## src/rtl/vga_timing_pkg.sv

```systemverilog
// Shared raster timing defaults (640x480@60), coordinate type and decode helpers
// for the vga_timing_gen slice.
package vga_timing_pkg;

  localparam int DEF_H_VISIBLE  = 640;
  localparam int DEF_H_FP       = 16;
  localparam int DEF_H_SYNC     = 96;
  localparam int DEF_H_BP       = 48;
  localparam int DEF_H_TOTAL    = DEF_H_VISIBLE + DEF_H_FP + DEF_H_SYNC + DEF_H_BP;

  localparam int DEF_V_VISIBLE  = 480;
  localparam int DEF_V_FP       = 10;
  localparam int DEF_V_SYNC     = 2;
  localparam int DEF_V_BP       = 33;
  localparam int DEF_V_TOTAL    = DEF_V_VISIBLE + DEF_V_FP + DEF_V_SYNC + DEF_V_BP;

  localparam int DEF_H_SYNC_START = DEF_H_VISIBLE + DEF_H_FP;
  localparam int DEF_H_SYNC_END   = DEF_H_SYNC_START + DEF_H_SYNC;
  localparam int DEF_V_SYNC_START = DEF_V_VISIBLE + DEF_V_FP;
  localparam int DEF_V_SYNC_END   = DEF_V_SYNC_START + DEF_V_SYNC;

  localparam int DEF_SYNC_DELAY = 1;
  localparam int COORD_W        = 10;
  localparam int MAX_TOTAL      = 1 << COORD_W;
  localparam int MAX_SYNC_DELAY = 4;

  typedef logic [COORD_W-1:0] coord_t;

  // Per-pixel decode, registered alongside the counters so it lines up with DrawX/DrawY.
  typedef struct packed {
    logic blank;
    logic line_start;
    logic frame_start;
    logic hs_raw;
    logic vs_raw;
  } raster_flags_t;

  localparam raster_flags_t FLAGS_RESET = '{
    blank:       1'b1,
    line_start:  1'b1,
    frame_start: 1'b1,
    hs_raw:      1'b1,
    vs_raw:      1'b1
  };

  // Half-open window test; int bounds so an end value of 1024 is still representable.
  function automatic logic in_window(input coord_t v, input int lo, input int hi);
    return (int'(v) >= lo) && (int'(v) < hi);
  endfunction

endpackage

```

## src/rtl/vga_sync_delay.sv

```systemverilog
// Parameterised-depth shift register for the sync outputs; every stage resets to 1
// (sync inactive). DEPTH = 0 degenerates to a plain wire.
module vga_sync_delay #(
  parameter int DEPTH = 1,
  parameter int WIDTH = 2
) (
  input  logic             clk,
  input  logic             reset,
  input  logic [WIDTH-1:0] din,
  output logic [WIDTH-1:0] dout
);

  generate
    if (DEPTH == 0) begin : g_wire
      logic unused_ctrl;
      assign unused_ctrl = clk ^ reset;
      assign dout = din;
    end else begin : g_shift
      logic [DEPTH-1:0][WIDTH-1:0] stage_q;
      logic [DEPTH-1:0][WIDTH-1:0] stage_d;

      always_comb begin
        stage_d    = stage_q;
        stage_d[0] = din;
        for (int i = 1; i < DEPTH; i++) begin
          stage_d[i] = stage_q[i-1];
        end
      end

      always_ff @(posedge clk) begin
        if (reset) begin
          stage_q <= '1;
        end else begin
          stage_q <= stage_d;
        end
      end

      assign dout = stage_q[DEPTH-1];
    end
  endgenerate

endmodule

```

## src/rtl/vga_timing_gen.sv

```systemverilog
// Raster timing generator: 10-bit pixel/line counters, registered visibility and
// start pulses, delayed active-low syncs. Optional frame counter under VGA_FRAME_CNT_EN.
module vga_timing_gen
  import vga_timing_pkg::*;
#(
  parameter int H_VISIBLE  = DEF_H_VISIBLE,
  parameter int H_FP       = DEF_H_FP,
  parameter int H_SYNC     = DEF_H_SYNC,
  parameter int H_BP       = DEF_H_BP,
  parameter int V_VISIBLE  = DEF_V_VISIBLE,
  parameter int V_FP       = DEF_V_FP,
  parameter int V_SYNC     = DEF_V_SYNC,
  parameter int V_BP       = DEF_V_BP,
  parameter int SYNC_DELAY = DEF_SYNC_DELAY
) (
  input  logic         vga_clk,
  input  logic         reset,
  output coord_t       DrawX,
  output coord_t       DrawY,
  output logic         blank,
  output logic         hs,
  output logic         vs,
  output logic         line_start,
  output logic         frame_start
`ifdef VGA_FRAME_CNT_EN
  ,
  output logic [15:0]  frame_cnt
`endif
);

  localparam int H_TOTAL      = H_VISIBLE + H_FP + H_SYNC + H_BP;
  localparam int V_TOTAL      = V_VISIBLE + V_FP + V_SYNC + V_BP;
  localparam int H_SYNC_START = H_VISIBLE + H_FP;
  localparam int H_SYNC_END   = H_SYNC_START + H_SYNC;
  localparam int V_SYNC_START = V_VISIBLE + V_FP;
  localparam int V_SYNC_END   = V_SYNC_START + V_SYNC;

  localparam coord_t H_LAST = coord_t'(H_TOTAL - 1);
  localparam coord_t V_LAST = coord_t'(V_TOTAL - 1);

  generate
    if (H_TOTAL > MAX_TOTAL || V_TOTAL > MAX_TOTAL ||
        SYNC_DELAY < 0 || SYNC_DELAY > MAX_SYNC_DELAY) begin : g_bad_cfg
      $error("vga_timing_gen: totals must fit 10-bit counters and SYNC_DELAY must be 0..4");
    end
  endgenerate

  coord_t        hc_q, hc_d;
  coord_t        vc_q, vc_d;
  raster_flags_t flags_q, flags_d;
  logic          frame_wrap;
  logic [1:0]    sync_out;

  always_comb begin
    hc_d       = hc_q + coord_t'(1);
    vc_d       = vc_q;
    frame_wrap = 1'b0;
    if (hc_q == H_LAST) begin
      hc_d = '0;
      if (vc_q == V_LAST) begin
        vc_d       = '0;
        frame_wrap = 1'b1;
      end else begin
        vc_d = vc_q + coord_t'(1);
      end
    end
  end

  // Decode from the next counter values so the registered flags match the registered coordinates.
  always_comb begin
    flags_d             = FLAGS_RESET;
    flags_d.blank       = in_window(hc_d, 0, H_VISIBLE) && in_window(vc_d, 0, V_VISIBLE);
    flags_d.line_start  = (hc_d == '0);
    flags_d.frame_start = (hc_d == '0) && (vc_d == '0);
    flags_d.hs_raw      = !in_window(hc_d, H_SYNC_START, H_SYNC_END);
    flags_d.vs_raw      = !in_window(vc_d, V_SYNC_START, V_SYNC_END);
  end

  always_ff @(posedge vga_clk) begin
    if (reset) begin
      hc_q    <= '0;
      vc_q    <= '0;
      flags_q <= FLAGS_RESET;
    end else begin
      hc_q    <= hc_d;
      vc_q    <= vc_d;
      flags_q <= flags_d;
    end
  end

  // Extra sync stages match the renderer's registered RGB latency.
  vga_sync_delay #(
    .DEPTH (SYNC_DELAY),
    .WIDTH (2)
  ) u_sync_delay (
    .clk   (vga_clk),
    .reset (reset),
    .din   ({flags_q.hs_raw, flags_q.vs_raw}),
    .dout  (sync_out)
  );

  assign DrawX       = hc_q;
  assign DrawY       = vc_q;
  assign blank       = flags_q.blank;
  assign line_start  = flags_q.line_start;
  assign frame_start = flags_q.frame_start;
  assign hs          = sync_out[1];
  assign vs          = sync_out[0];

`ifdef VGA_FRAME_CNT_EN
  logic [15:0] frame_cnt_q, frame_cnt_d;

  always_comb begin
    frame_cnt_d = frame_cnt_q;
    if (frame_wrap) begin
      frame_cnt_d = frame_cnt_q + 16'd1;
    end
  end

  always_ff @(posedge vga_clk) begin
    if (reset) begin
      frame_cnt_q <= '0;
    end else begin
      frame_cnt_q <= frame_cnt_d;
    end
  end

  assign frame_cnt = frame_cnt_q;
`else
  logic unused_frame_wrap;
  assign unused_frame_wrap = frame_wrap;
`endif

endmodule
```

## config.mk

```make
export PLATFORM = sky130hd
export DESIGN_NAME = vga_timing_gen
export DESIGN_NICKNAME = d
export VERILOG_FILES = /design/src/rtl/vga_timing_pkg.sv /design/src/rtl/vga_sync_delay.sv /design/src/rtl/vga_timing_gen.sv
export SDC_FILE = /design/constraint.sdc
export NUM_CORES = 1
export LEC_CHECK = 0
export ABC_AREA = 1
export CORE_ASPECT_RATIO = 1.25
export CORE_MARGIN = 2
export CORE_UTILIZATION = 52
export DETAILED_ROUTE_END_ITERATION = 8
export PLACE_DENSITY = 0.78
export SLEW_MARGIN = 20
export SYNTH_ARGS = -nofsm -noshare
export SYNTH_HDL_FRONTEND = slang
export SYNTH_SLANG_ARGS = --single-unit
```

## constraint.sdc

```tcl
create_clock -name vga_clk -period 2.2 [get_ports vga_clk]
set_clock_uncertainty 0.2 [all_clocks]
set_input_delay 0.44 -clock vga_clk [delete_from_list [all_inputs] [get_ports vga_clk]]
set_output_delay 0.44 -clock vga_clk [all_outputs]
set_load 0.005 [all_outputs]
```

==> results of run 1 <==
## synth_stat cells
library cell / count
buf_6: 1
o21ai_0: 6
nor2_4: 1
nand3_4: 1
or2_0: 1
or2_2: 2
xor2_1: 2
o21a_1: 2
nand4_1: 8
nor2_2: 1
dfxtp_1: 27
nand2_2: 1
nor2_1: 39
ha_1: 3
a21oi_1: 4
nand2_1: 69
nand3_1: 23
clkbuf_1: 2
nand3_2: 1
o21ai_1: 2
buf_2: 1
o21bai_1: 1
inv_1: 35
nor3_1: 5
o211ai_1: 1
## layer usage
layer / routed length, microns / track usage / up-vias / share of wire
met2: 1963 / 0.4684 / 50 / 0.54
met4: 76 / 0.1154 / 0 / 0.021
met5: 0 / 0 / - / 0
met1: 1488 / 0.2526 / 708 / 0.41
met3: 136 / 0.03738 / 8 / 0.037
li1: - / - / 823 / -
## worst min path at each step
stage                           endpoint        from  cells after the start  slack, ps
floorplan           u_sync_delay.dout[0]  flags_q[0]                      1        190
global placement    u_sync_delay.dout[0]  flags_q[0]                      1        190
detailed placement  u_sync_delay.dout[1]  flags_q[1]                      1        190
CTS                 u_sync_delay.dout[1]  flags_q[1]                      1        230
global route        u_sync_delay.dout[0]  flags_q[0]                      1        250
finish              u_sync_delay.dout[1]  flags_q[1]                      1        230
## logic make-up (layout without fill, tap and decap cells)
logic type / count (synthesis) / in the layout
buffers and inverters: 39 / 73
flip-flops: 27 / 27
XOR/XNOR: 2 / 2
adder cells (fa/ha/maj): 3 / 3
AO/OA/AOI/OAI: 16 / 16
AND/OR/NAND/NOR: 152 / 152
## layout make-up
class,instances,area (sq um)
Clock inverter,1,7.507
Timing Repair Buffer,34,320.3
Clock buffer,3,22.52
Fill cell,255,854.6
Inverter,35,131.4
Sequential cell,27,543.0
Multi-Input combinational cell,173,810.8
Tap cell,34,42.54
## stage by stage
stage | util | setup slack, ps | hold slack (ps) | cells
6_report | 0.6873 | 164.4 | 225.9 | 307
5_1_grt | 0.6873 | 3.942 | 253.3 | 307
4_1_cts | 0.6781 | 87.63 | 228.2 | 304
3_5_place_dp | 0.6671 | 108.3 | 194.6 | 300
3_3_place_gp | 0.6671 | 132.5 | 191.8 | 300
2_1_floorplan | - | 317.2 | 189.5 | 239
## report_power, final
| part | leakage (nW) | switching (W) | internal, W | total [W] |
|---|---|---|---|---|
| logic | 0.628 | 0.0000152 | 0.0000182 | 0.0000334 |
| registers | 0.220 | 0.00000494 | 0.000496 | 0.000501 |
| clock network | 0.0139 | 0.000149 | 0.0000696 | 0.000218 |
| total | 0.861 | 0.000169 | 0.000584 | 0.000753 |
## flip-flops by register name, indices dropped and copies added (netlist names)
| signal | cells |
|---|---|
| line_start | 1 |
| frame_start | 1 |
| DrawY | 10 |
| blank | 1 |
| DrawX | 10 |
| flags_q | 2 |
| u_sync_delay.dout | 2 |
## repair_timing
action,in CTS,in global routing
buffers inserted,0,3
gates resized for setup,0,3
setup endpoints to repair,0,3
==> impl_metrics.ini, run 1 <==
[pwr]
power_leakage_nw = 0.8611
powerDensity_nw_per_um2 = 401.0
finalPower_w = 0.0007531
ir_drop_mv = 0.3840

[synth]
syn-instance-count = 239
synth_top_cells_by_area = dfxtp_1 (36%), nand2_1 (17%), nor2_1 (9.7%)
syn_area_sq_um = 1506
synth_compound_area_frac = 0.05980
synth-simple-area-share = 0.4419
synth_top_family_by_area = simple AND/OR/NAND/NOR gates
synth_xor_area_frac = 0.01163
synth_top_area_frac = 0.3588
syn-num-nets = 244
yosysUniqueCellTypes = 25
avgSynthCellArea_sq_um = 6.303
yosysWarnings = 0
ys_ff_latch = 27
synth_adder_area_share = 0.02492
yosysSeqAreaShare = 0.3588
yosys.area.top_type = dfxtp_1
synth_mux_area_frac = 0

[hold_path]
min_path_type = register to register

[sta]
post-route-period-util = 0.9253
slew_headroom = 0.7517
tns_ps = 0
min_period_ps = 2036
clock.fmax_mhz = 491.3
final-hold-violation-count = 0
max_slew.worst_pin.slew_ps = 370.8
grt_setup_unrepaired = no
report.final.slew_viol_count = 0
final-setup-viol-count = 0

[critical_path]
critical_path_buf_inv_count = 1
cpMaxStageDelayCell = clkdlybuf4s50_1
reg2reg_depth = 8
cp-endpoint = DrawY[7]
worstSetupStartpointType = register
end_kind = output pin
ff2ff_setup_slack_ps = 210
crit_type = register to output pin
crit_chain = clkdlybuf4s50_1
crit_path_max_incr_delay_ps = 560
required_ps = 1560
crit_fanout = 8
cpLargestDelayFamily = buffers and inverters
critical_path_depth = 1
arrival_ps = 1400
crit_path_start = DrawY[7]
r2r-start = DrawX[0]
r2r_end = blank

[global_routing]
track_usage = 0.2468
grt_pass1_vias = 1524
antenna_found_initial = 0
grt_max_degree = 19
overflow = 0
grt_pass1_wl_mm = 6.292

[route]
vias_per_cell = 5.176
drt_iter0_markers = 45
wl_per_cell_microns = 11.93
vias = 1589
drc = 0
routed_wl_mm = 3.664
drtPass1Iterations = 5
drtAntennaViolNets = 0

[clocking]
clock_sinks = 27
cts_hold_buf = 0
clk_pin_slew_worst_paths_ps = 140
cts-buffers-inserted = 3
root_buffer = clkbuf_4
tritoncts = built
clk_path_buf_depth = 2
htree_num_levels = 1
clk_latency_ps = 330

[cells_and_area]
diodes = 0
final_common_cell = nand2_1
layout_common_cells = nand2_1 (69), nor2_1 (39), inv_1 (34)
nNetsFinal = 279
postLayoutCellArea_sq_um = 1878
drive_above_1_share = 0.08059
areaGrowthSynthToFinish_pct = 24.67

[job]
maxCapViolations = 0

[floorplanning]
die_x_microns = 52.14
rows = 21
start_util = 0.5513
die_area_sq_um = 3346
io_pins = 27
die_h_microns = 64.18
core_area_sq_um = 2733

[status]
outcome = complete, no violations

[place]
io_buffers = 26
hpwl_mm = 2.829
place.gp.congestion = 0.8333
placed_area_sq_um = 1823
Power figures use the tool's default switching activity.
==> run 2, diff against run 1 <==
--- a/config.mk
+++ b/config.mk
@@ -11,6 +11,7 @@
 export CORE_UTILIZATION = 52
 export DETAILED_ROUTE_END_ITERATION = 8
 export PLACE_DENSITY = 0.78
+export SKIP_CTS_REPAIR_TIMING = 1
 export SLEW_MARGIN = 20
 export SYNTH_ARGS = -nofsm -noshare
 export SYNTH_HDL_FRONTEND = slang
==> results of run 2 <==
No change in the layout: final DEF, timing and power equal those of run 1.
